==> src/rtl/vga_sync_capture.sv <==
// Receive-side VGA timing recovery: measures incoming hsync/vsync, locks on stable
// timing, and regenerates screenX/screenY/displayOn aligned to the incoming stream.
module vga_sync_capture #(
    parameter int H_START     = 144,
    parameter int H_ACTIVE    = 640,
    parameter int V_START     = 35,
    parameter int V_ACTIVE    = 480,
    parameter int H_MIN       = 700,
    parameter int H_MAX       = 1000,
    parameter int LOCK_FRAMES = 2
) (
    input  logic        clk,
    input  logic        rst,
    input  logic        hsync,
    input  logic        vsync,
    output logic        locked,
    output logic        displayOn,
    output logic [9:0]  screenX,
    output logic [8:0]  screenY,
    output logic        frameStart,
    output logic [10:0] lineLength,
    output logic [9:0]  frameLines
);

    localparam int MW = $clog2(LOCK_FRAMES + 1);

    typedef enum logic [1:0] {SEARCH, MEASURE, LOCKED} state_t;

    state_t          state, state_nxt;
    logic            hs_s1, hs_s2, hs_h, vs_s1, vs_s2, vs_h;
    logic            hs_fall, vs_fall;
    logic [10:0]     h_cnt, period, first_len, first_now, ref_len;
    logic [9:0]      v_cnt, ref_lines;
    logic            have_first, line_bad, line_bad_now, have_now;
    logic            frame_ok, frame_match, in_win, on_nxt;
    logic [MW-1:0]   match_cnt, match_nxt;

    assign hs_fall = hs_h & ~hs_s2;
    assign vs_fall = vs_h & ~vs_s2;
    assign period  = (h_cnt == 11'h7FF) ? h_cnt : h_cnt + 11'd1;

    always_ff @(posedge clk or negedge rst) begin
        if (!rst) begin
            {hs_s1, hs_s2, hs_h} <= 3'b111;
            {vs_s1, vs_s2, vs_h} <= 3'b111;
        end else begin
            hs_s1 <= hsync;
            hs_s2 <= hs_s1;
            hs_h  <= hs_s2;
            vs_s1 <= vsync;
            vs_s2 <= vs_s1;
            vs_h  <= vs_s2;
        end
    end

    always_ff @(posedge clk or negedge rst) begin
        if (!rst) begin
            h_cnt      <= '0;
            v_cnt      <= '0;
            lineLength <= '0;
            frameLines <= '0;
        end else begin
            if (hs_fall) begin
                h_cnt      <= '0;
                lineLength <= period;
            end else if (h_cnt != 11'h7FF) begin
                h_cnt <= h_cnt + 11'd1;
            end
            if (vs_fall) begin
                v_cnt      <= '0;
                frameLines <= v_cnt;
            end else if (hs_fall && v_cnt != 10'h3FF) begin
                v_cnt <= v_cnt + 10'd1;
            end
        end
    end

    // An hsync fall closes the line that just ended, so one coinciding with vsync
    // still belongs to the frame being closed.
    always_comb begin
        line_bad_now = line_bad;
        if (hs_fall && (period < 11'(H_MIN) || period > 11'(H_MAX) ||
                        (have_first && period != first_len)))
            line_bad_now = 1'b1;
        first_now   = have_first ? first_len : period;
        have_now    = have_first | hs_fall;
        frame_ok    = have_now && !line_bad_now && (v_cnt >= 10'(V_START + V_ACTIVE));
        frame_match = (first_now == ref_len) && (v_cnt == ref_lines);
        match_nxt   = '0;
        if (frame_ok)
            match_nxt = frame_match ? match_cnt + 1'b1 : MW'(1);
    end

    always_ff @(posedge clk or negedge rst) begin
        if (!rst) begin
            have_first <= 1'b0;
            line_bad   <= 1'b0;
            first_len  <= '0;
        end else if (vs_fall) begin
            have_first <= 1'b0;
            line_bad   <= 1'b0;
        end else if (hs_fall) begin
            have_first <= 1'b1;
            first_len  <= first_now;
            line_bad   <= line_bad_now;
        end
    end

    always_ff @(posedge clk or negedge rst) begin
        if (!rst) state <= SEARCH;
        else      state <= state_nxt;
    end

    always_comb begin
        state_nxt = state;
        case (state)
            SEARCH:  if (vs_fall) state_nxt = MEASURE;
            MEASURE: if (vs_fall && match_nxt == MW'(LOCK_FRAMES)) state_nxt = LOCKED;
            LOCKED:  if ((hs_fall && period != ref_len) ||
                         (!hs_fall && h_cnt == 11'(H_MAX)) ||
                         (vs_fall && v_cnt != ref_lines) ||
                         (v_cnt == 10'h3FF))
                         state_nxt = SEARCH;
            default: state_nxt = SEARCH;
        endcase
    end

    always_comb begin
        locked = (state == LOCKED);
        on_nxt = (state_nxt == LOCKED);
        in_win = (h_cnt >= 11'(H_START)) && (h_cnt < 11'(H_START + H_ACTIVE)) &&
                 (v_cnt >= 10'(V_START)) && (v_cnt < 10'(V_START + V_ACTIVE));
    end

    always_ff @(posedge clk or negedge rst) begin
        if (!rst) begin
            match_cnt <= '0;
            ref_len   <= '0;
            ref_lines <= '0;
        end else if (state == SEARCH && vs_fall) begin
            match_cnt <= '0;
        end else if (state == MEASURE && vs_fall) begin
            match_cnt <= match_nxt;
            ref_len   <= first_now;
            ref_lines <= v_cnt;
        end else if (state == LOCKED && state_nxt == SEARCH) begin
            match_cnt <= '0;
        end
    end

    // Gated by the next state so display outputs drop in the same cycle as locked.
    always_ff @(posedge clk or negedge rst) begin
        if (!rst) begin
            displayOn  <= 1'b0;
            screenX    <= '0;
            screenY    <= '0;
            frameStart <= 1'b0;
        end else begin
            displayOn  <= on_nxt && in_win;
            screenX    <= (on_nxt && in_win) ? 10'(h_cnt - 11'(H_START)) : 10'd0;
            screenY    <= (on_nxt && in_win) ? 9'(v_cnt - 10'(V_START)) : 9'd0;
            frameStart <= on_nxt && vs_fall && (state == LOCKED);
        end
    end

endmodule

==> config.mk <==
export PLATFORM = sky130hd
export DESIGN_NAME = vga_sync_capture
export DESIGN_NICKNAME = d
export VERILOG_FILES = /design/src/rtl/vga_sync_capture.sv
export SDC_FILE = /design/constraint.sdc
export NUM_CORES = 1
export LEC_CHECK = 0
export BUFFER_PORTS_ARGS = -buffer_cell sky130_fd_sc_hd__buf_4
export CAP_MARGIN = 20
export CORE_MARGIN = 2
export CORE_UTILIZATION = 60
export CTS_CLUSTER_SIZE = 25
export DETAILED_ROUTE_END_ITERATION = 6
export PLACE_DENSITY = 0.8
export SYNTH_ARGS = -nofsm -noshare
export SYNTH_HDL_FRONTEND = slang
export SYNTH_SLANG_ARGS = --single-unit
export TNS_END_PERCENT = 10
==> constraint.sdc <==
create_clock -name clk -period 4.08 [get_ports clk]
set_clock_uncertainty 0.15 [all_clocks]
set_input_delay 0 -clock clk [delete_from_list [all_inputs] [get_ports clk]]
set_output_delay 0 -clock clk [all_outputs]
set_load 0.01 [all_outputs]
==> results_dict.tcl, run 1 <==
set metrics [dict create \
    synthTopCellsByCount "nand2_1 (119), dfrtp_1 (101), nor2_1 (53)" \
    setup_ws_ns 0.1592 \
    grt_max_degree 72 \
    synth_area_um2 5727 \
    worstSetupEndpoint "screenX[6]$_DFF_PN0_" \
    clk_latency_ns 0.38 \
    critPathCaptureType "flop" \
    antennaDiodeCount 0 \
    vdd_drop_max_v 0.0003655 \
    setup.worst_path.start "h_cnt[0]$_DFFE_PN0P_" \
    io_buffer_count 46 \
    post-route-min-period_ns 3.921 \
    r2r_cells 11 \
    firstDrtPassIters 5 \
    fillers 714 \
    drc_errors 0 \
    routed_wl_mm 15.52 \
    synth-simple-area-share_pct 22.05 \
    synthCells 627 \
    yosysMostFrequentCell "nand2_1" \
    ys_warn_count 0 \
    synth-seq-cells 107 \
    drt_iter0_drc 481 \
    fmax_mhz 255.0 \
    grt_pass1_vias 4610 \
    grt_setup_unrepaired "true" \
    min_path_type "in -> async" \
    htree_levels 3 \
    antenna_found_initial 0 \
    hold_viol 0 \
    core-area_um2 9240 \
    ys_types 72 \
    fin_cells 806 \
    ys_seq_area_share_pct 46.89 \
    start_kind "flop" \
    dp_hpwl_mm 11.15 \
    synth_flop_cell "dfrtp_1" \
    netlist_top_cells_area "dfrtp_1 (44%), nand2_1 (7.8%), xnor2_1 (5.2%)" \
    synth-edff-count 0 \
    power.leakage_nw 3.073 \
    synth_top_family_by_area "simple AND/OR/NAND/NOR gates" \
    setup_viol 0 \
    timing.setup.tns_ns 0 \
    die_y_um 101.7 \
    dieArea_um2 10340 \
    muxShareOfSynthArea_pct 1.835 \
    slew_headroom_pct 37.60 \
    tightest_slew_ns 0.9325 \
    cap_violations 0 \
    synth_top_area_cell "dfrtp_1" \
    cts_made_buffers 9 \
    grt_use_total_pct 32.00 \
    syn_nets 638 \
    nets 683 \
    required_ns 4.24 \
    synth_area_per_cell_um2 9.134 \
    drive_above_1_share_pct 18.91 \
    slew_viol_final 0 \
    cts_tree "yes" \
    cts-root-buf "clkbuf_8" \
    rr_endpoint "screenX[6]$_DFF_PN0_" \
    final_cell_area_um2 6538 \
    routed_via_density 6.056 \
    async_flop_share_pct 100.0 \
    ioPinCount 47 \
    r2r-start "h_cnt[0]$_DFFE_PN0P_" \
    placedCellCount 787 \
    critPathArrivalTime_ns 4.08 \
    path_clk_slew_ns 0.12 \
    synth_fa_ha_area_share_pct 1.529 \
    fin_crit_sh_pct 96.10 \
    clk_path_buf_depth 2 \
    postRouteAntennaNets 0 \
    die_x_um 101.7 \
    grt_pass1_wl_mm 24.94 \
    critPathMaxFanout 8 \
    dpl_cell_area_um2 6264 \
    syn_to_final_growth_pct 14.16 \
    regToRegSetupSlack_ns 0.16 \
    dr_total_vias 4881 \
    critical_path_class "reg -> reg" \
    outcome "completed" \
    power_density_nw_per_um2 422.9 \
    synth_top_area_share_pct 44.13 \
    rows 35 \
    routabilityCongestion 1.052 \
    synth_compound_area_share_pct 13.39 \
    wl_per_cell_um 19.25 \
    synthXorXnorAreaFrac_pct 9.679 \
    post-place-ws_ns 0.1789 \
    cts.sinks 107 \
    grt_overflow 0 \
    initial_core_util_pct 61.98 \
]
==> report_power, final <==
part / switching, W / internal (W) / leakage [nW]
combinational: 0.000422 / 0.000302 / 1.52
clock: 0.000409 / 0.000363 / 0.121
sequential: 0.000118 / 0.00115 / 1.44
==> stage by stage <==
stage	utilization (%)	power [W]	hold slack, ns
detailed placement	67.79	0.001987	-0.04064
finish	70.75	0.002765	0.1100
global route	70.75	0.002882	0.1147
CTS	70.71	0.002754	0.09990
global placement	67.79	0.001970	-0.04112
floorplan	-	0.001713	-0.4456
==> repair_timing <==
action	4_1_cts	5_1_grt
hold buffers	3	0
buffers inserted	0	0
hold endpoints to repair	72	0
endpoints found under the setup margin	0	12
gates resized for setup	0	1
==> registers in the layout, summed over array words and instances, names as in the netlist, 2 cells and up <==
register	cells
ref_lines	10
frameLines	10
v_cnt	10
lineLength	11
h_cnt	11
match_cnt	2
screenY	9
ref_len	11
screenX	10
first_len	11
state	2
==> per-layer routing <==
metal,track usage (%),up-vias,part of all wire (%),wire length (um)
met5,0,-,0,0
li1,-,2232,-,-
met4,9.044,0,2.0,306
met1,47.05,2348,44,6858
met2,49.14,267,45,6905
met3,5.521,34,9.3,1447
==> cell families (layout without fill, tap and decap cells) <==
family                     count (synthesis)  after routing
DFF                                      107            107
muxes                                      9              9
adders and majority gates                  7              7
AOI/OAI and AO/OA                        115            115
xor gates and xnor gates                  60             60
buffers and inverters                     63            113
and+or+nand+nor                          266            266
==> critical path, stage by stage (launching register included) <==
cell       delay [ns]
dfrtp_1          0.37
ha_1             0.30
and4_1           0.42
nand3_4          0.20
mux2i_2          0.54
xnor2_1          0.19
a2111oi_2        0.36
nand4_1          0.18
a221o_1          0.41
or2_1            0.37
buf_4            0.22
nor2_1           0.10
==> cell usage in the layout (no fill, tap or decap), types with 3 or more instances in the layout <==
| cell | count |
|---|---|
| nand2b_1 | 5 |
| dfrtp_1 | 101 |
| xor2_1 | 23 |
| dfstp_2 | 6 |
| nor2_2 | 7 |
| nand4_1 | 14 |
| mux2i_1 | 5 |
| or3_1 | 4 |
| nor2b_1 | 5 |
| a31oi_1 | 6 |
| a211o_1 | 4 |
| inv_1 | 16 |
| xnor2_1 | 34 |
| a2bb2oi_1 | 3 |
| o21ai_0 | 45 |
| clkbuf_8 | 9 |
| dlygate4sd3_1 | 3 |
| buf_4 | 76 |
| a21oi_1 | 17 |
| nor2_1 | 53 |
| a2111oi_0 | 3 |
| and4_1 | 5 |
| nor3_1 | 10 |
| nand2_1 | 119 |
| nand3_1 | 16 |
| ha_1 | 7 |
| nor4_1 | 9 |
==> how the worst min path moves through the flow <==
stage	slack (ns)	end	from	cells past startpoint
2_1_floorplan	-0.45	displayOn$_DFF_PN0_	rst	0
5_1_grt	0.11	hs_s1$_DFF_PN1_	hsync	2
6_report	0.11	lineLength[0]$_DFFE_PN0P_	rst	2
3_3_place_gp	-0.04	vs_s1$_DFF_PN1_	vsync	1
3_5_place_dp	-0.04	hs_s1$_DFF_PN1_	hsync	1
4_1_cts	0.1	vs_s1$_DFF_PN1_	vsync	2
==> layout make-up <==
cell class                      instances  area (um^2)  share of cell area (%)
Sequential cell                       107         2685                   41.07
Inverter                               18        67.56                   1.033
Tap cell                              129        161.4                   2.469
Multi-Input combinational cell        457         2783                   42.56
Clock inverter                          7        116.4                   1.780
Timing Repair Buffer                   79        600.6                   9.187
Clock buffer                            9        123.9                   1.895
No activity file was read; power rests on OpenSTA's default activity.
==> inputs of run 2 (changes only) <==
==> constraint.sdc (replaced) <==
create_clock -name clk -period 4.08 [get_ports clk]
set_clock_uncertainty 0.15 [all_clocks]
set_input_delay 0.408 -clock clk [delete_from_list [all_inputs] [get_ports clk]]
set_output_delay 0.408 -clock clk [all_outputs]
set_load 0.1 [all_outputs]
==> run 2 against run 1 <==
  * Global-route usage fell by 0.71 points
  * Clock power is 11% lower
  * First-iteration DRC count down 16%
  * Core utilization is 0.43 points lower
  * Die area unchanged
  * Critical path type unchanged
==> results_dict.tcl, run 2 (synthesis gave the netlist of run 1 again) <==
set metrics [dict create \
    outcome "completed" \
    die_x_um 101.7 \
    io_buffer_count 46 \
    final_cell_area_um2 6497 \
    postRouteAntennaNets 0 \
    power_switching_w 0.001060 \
    initial_core_util_pct 61.98 \
    htree_levels 3 \
    hold_start "hs_s1$_DFF_PN1_" \
    r2r-start "h_cnt[0]$_DFFE_PN0P_" \
    clkPwrFrac_pct 24.5 \
    clk_latency_ns 0.37 \
    layout_common_cells "nand2_1 (119), dfrtp_1 (101), buf_4 (72)" \
    pwr-share-seq_pct 45.6 \
    grt_use_total_pct 31.28 \
    cts_made_buffers 9 \
    cts-root-buf "clkbuf_8" \
    critPathCaptureType "flop" \
    hold_path_depth 0 \
    hold_viol 0 \
    routabilityCongestion 0.9290 \
    grt_max_degree 42 \
    antenna_found_initial 0 \
    min_to "hs_s2$_DFF_PN1_" \
    p_comb_share_pct 29.8 \
    dr_total_vias 4740 \
    grt_setup_unrepaired "false" \
    post-route-min-period_ns 3.890 \
    firstDrtPassIters 5 \
    tightest_slew_ns 0.9459 \
    final_util_pct 70.32 \
    grt_overflow 0 \
    core-area_um2 9240 \
    dp_hpwl_mm 11.10 \
    mostFrequentLayoutCell "nand2_1" \
    wl_per_cell_um 18.92 \
    p_int_w 0.001739 \
    postCtsSetupBuffers 0 \
    power.share.switching_pct 37.88 \
    rr_endpoint "screenY[5]$_DFF_PN0_" \
    regToRegSetupSlack_ns 0.19 \
    slew_headroom_pct 36.71 \
    timing.setup.tns_ns 0 \
    dpl_cell_area_um2 6233 \
    grt_pass1_vias 4508 \
    routed_wl_mm 15.17 \
    cap_violations 0 \
    critical_path_class "reg -> reg" \
    critPathMaxFanout 18 \
    fmax_mhz 257.0 \
    setup_viol 0 \
    critPathArrivalTime_ns 4.04 \
    start_kind "flop" \
    fin_crit_sh_pct 95.35 \
    routed_via_density 5.910 \
    syn_to_final_growth_pct 13.46 \
    ioPinCount 47 \
    antennaDiodeCount 0 \
    dieArea_um2 10340 \
    die_y_um 101.7 \
    r2r_cells 11 \
    nets 679 \
    cts.sinks 107 \
    clk_path_buf_depth 2 \
    vdd_drop_max_v 0.0002989 \
    slew_viol_final 0 \
    grt_pass1_wl_mm 24.38 \
    power.leakage_nw 3.058 \
    cts_tree "yes" \
    rows 35 \
    drive_above_1_share_pct 18.28 \
    fillers 712 \
    path_clk_slew_ns 0.11 \
    power_density_nw_per_um2 430.8 \
    required_ns 4.23 \
    drc_errors 0 \
    min_path_type "reg -> reg" \
    drt_iter0_drc 403 \
]
## run 2: cell count changes in the layout (fill, tap and decap cells not counted), sizes merged
cell	delta
buf	-4
bufinv	-1
clkbuf	+1
clkinvlp	+1
inv	-1
## run 2: routing by layer
metal	vias up	wire [um]	GRT usage [%]
met5	-	0	0
met4	0	276	10.29
met3	29	1147	4.900
met2	212	6967	46.86
met1	2264	6779	46.67
li1	2235	-	-
## run 2: metrics by stage
step / worst slack, ns / instances / hold slack, ns / total power (W)
6_report: 0.1897 / 802 / 0.2136 / 0.002799
2_1_floorplan: 0.8068 / 627 / -0.03759 / 0.001862
4_1_cts: 0.1653 / 802 / 0.2161 / 0.002794
3_5_place_dp: 0.1826 / 783 / 0.1972 / 0.002110
5_1_grt: 0.02081 / 802 / 0.2194 / 0.002930
3_3_place_gp: 0.2550 / 783 / 0.1970 / 0.002099
## run 2: power groups by stage
stage / clock [W] / combinational (W) / sequential, W
after floorplan: 0 / 0.000469 / 0.00139
after global placement: 0 / 0.000817 / 0.00128
after detailed placement: 0 / 0.000821 / 0.00129
after CTS: 0.000699 / 0.000826 / 0.00127
after global routing: 0.000735 / 0.000904 / 0.00129
final: 0.000687 / 0.000835 / 0.00128
## run 2: final cells by class
type	count	area [um^2]	area share, %
multi-input cells	457	2803	43.14
clock inverters	6	82.58	1.271
clock buffers	10	127.6	1.964
repair buffers	75	570.5	8.781
well taps	129	161.4	2.484
inverters	18	67.56	1.040
flip-flops and latches	107	2685	41.32
## run 2: worst max-delay path: stages (launching register included)
cell,delay (ns)
dfrtp_1,0.52
ha_1,0.39
and4_2,0.45
nand3_4,0.17
mux2i_1,0.37
xnor2_1,0.13
a2111oi_2,0.43
nand4_1,0.15
a221o_1,0.40
or2_1,0.24
buf_4,0.22
nor3_1,0.20
## run 2: worst max-delay path by stage
stage | from | to
final | h_cnt[0]$_DFFE_PN0P_ | screenY[5]$_DFF_PN0_
after global routing | h_cnt[2]$_DFFE_PN0P_ | screenX[1]$_DFF_PN0_
after detailed placement | h_cnt[0]$_DFFE_PN0P_ | screenY[5]$_DFF_PN0_
after CTS | h_cnt[0]$_DFFE_PN0P_ | screenX[7]$_DFF_PN0_
after floorplan | h_cnt[4]$_DFFE_PN0P_ | screenX[9]$_DFF_PN0_
after global placement | h_cnt[0]$_DFFE_PN0P_ | screenY[5]$_DFF_PN0_
## run 2: timing repair
action	in CTS	in global routing
endpoints found under the setup margin	0	12
resized for setup	0	4
hold buffers	3	0
endpoints found under the hold margin	39	0
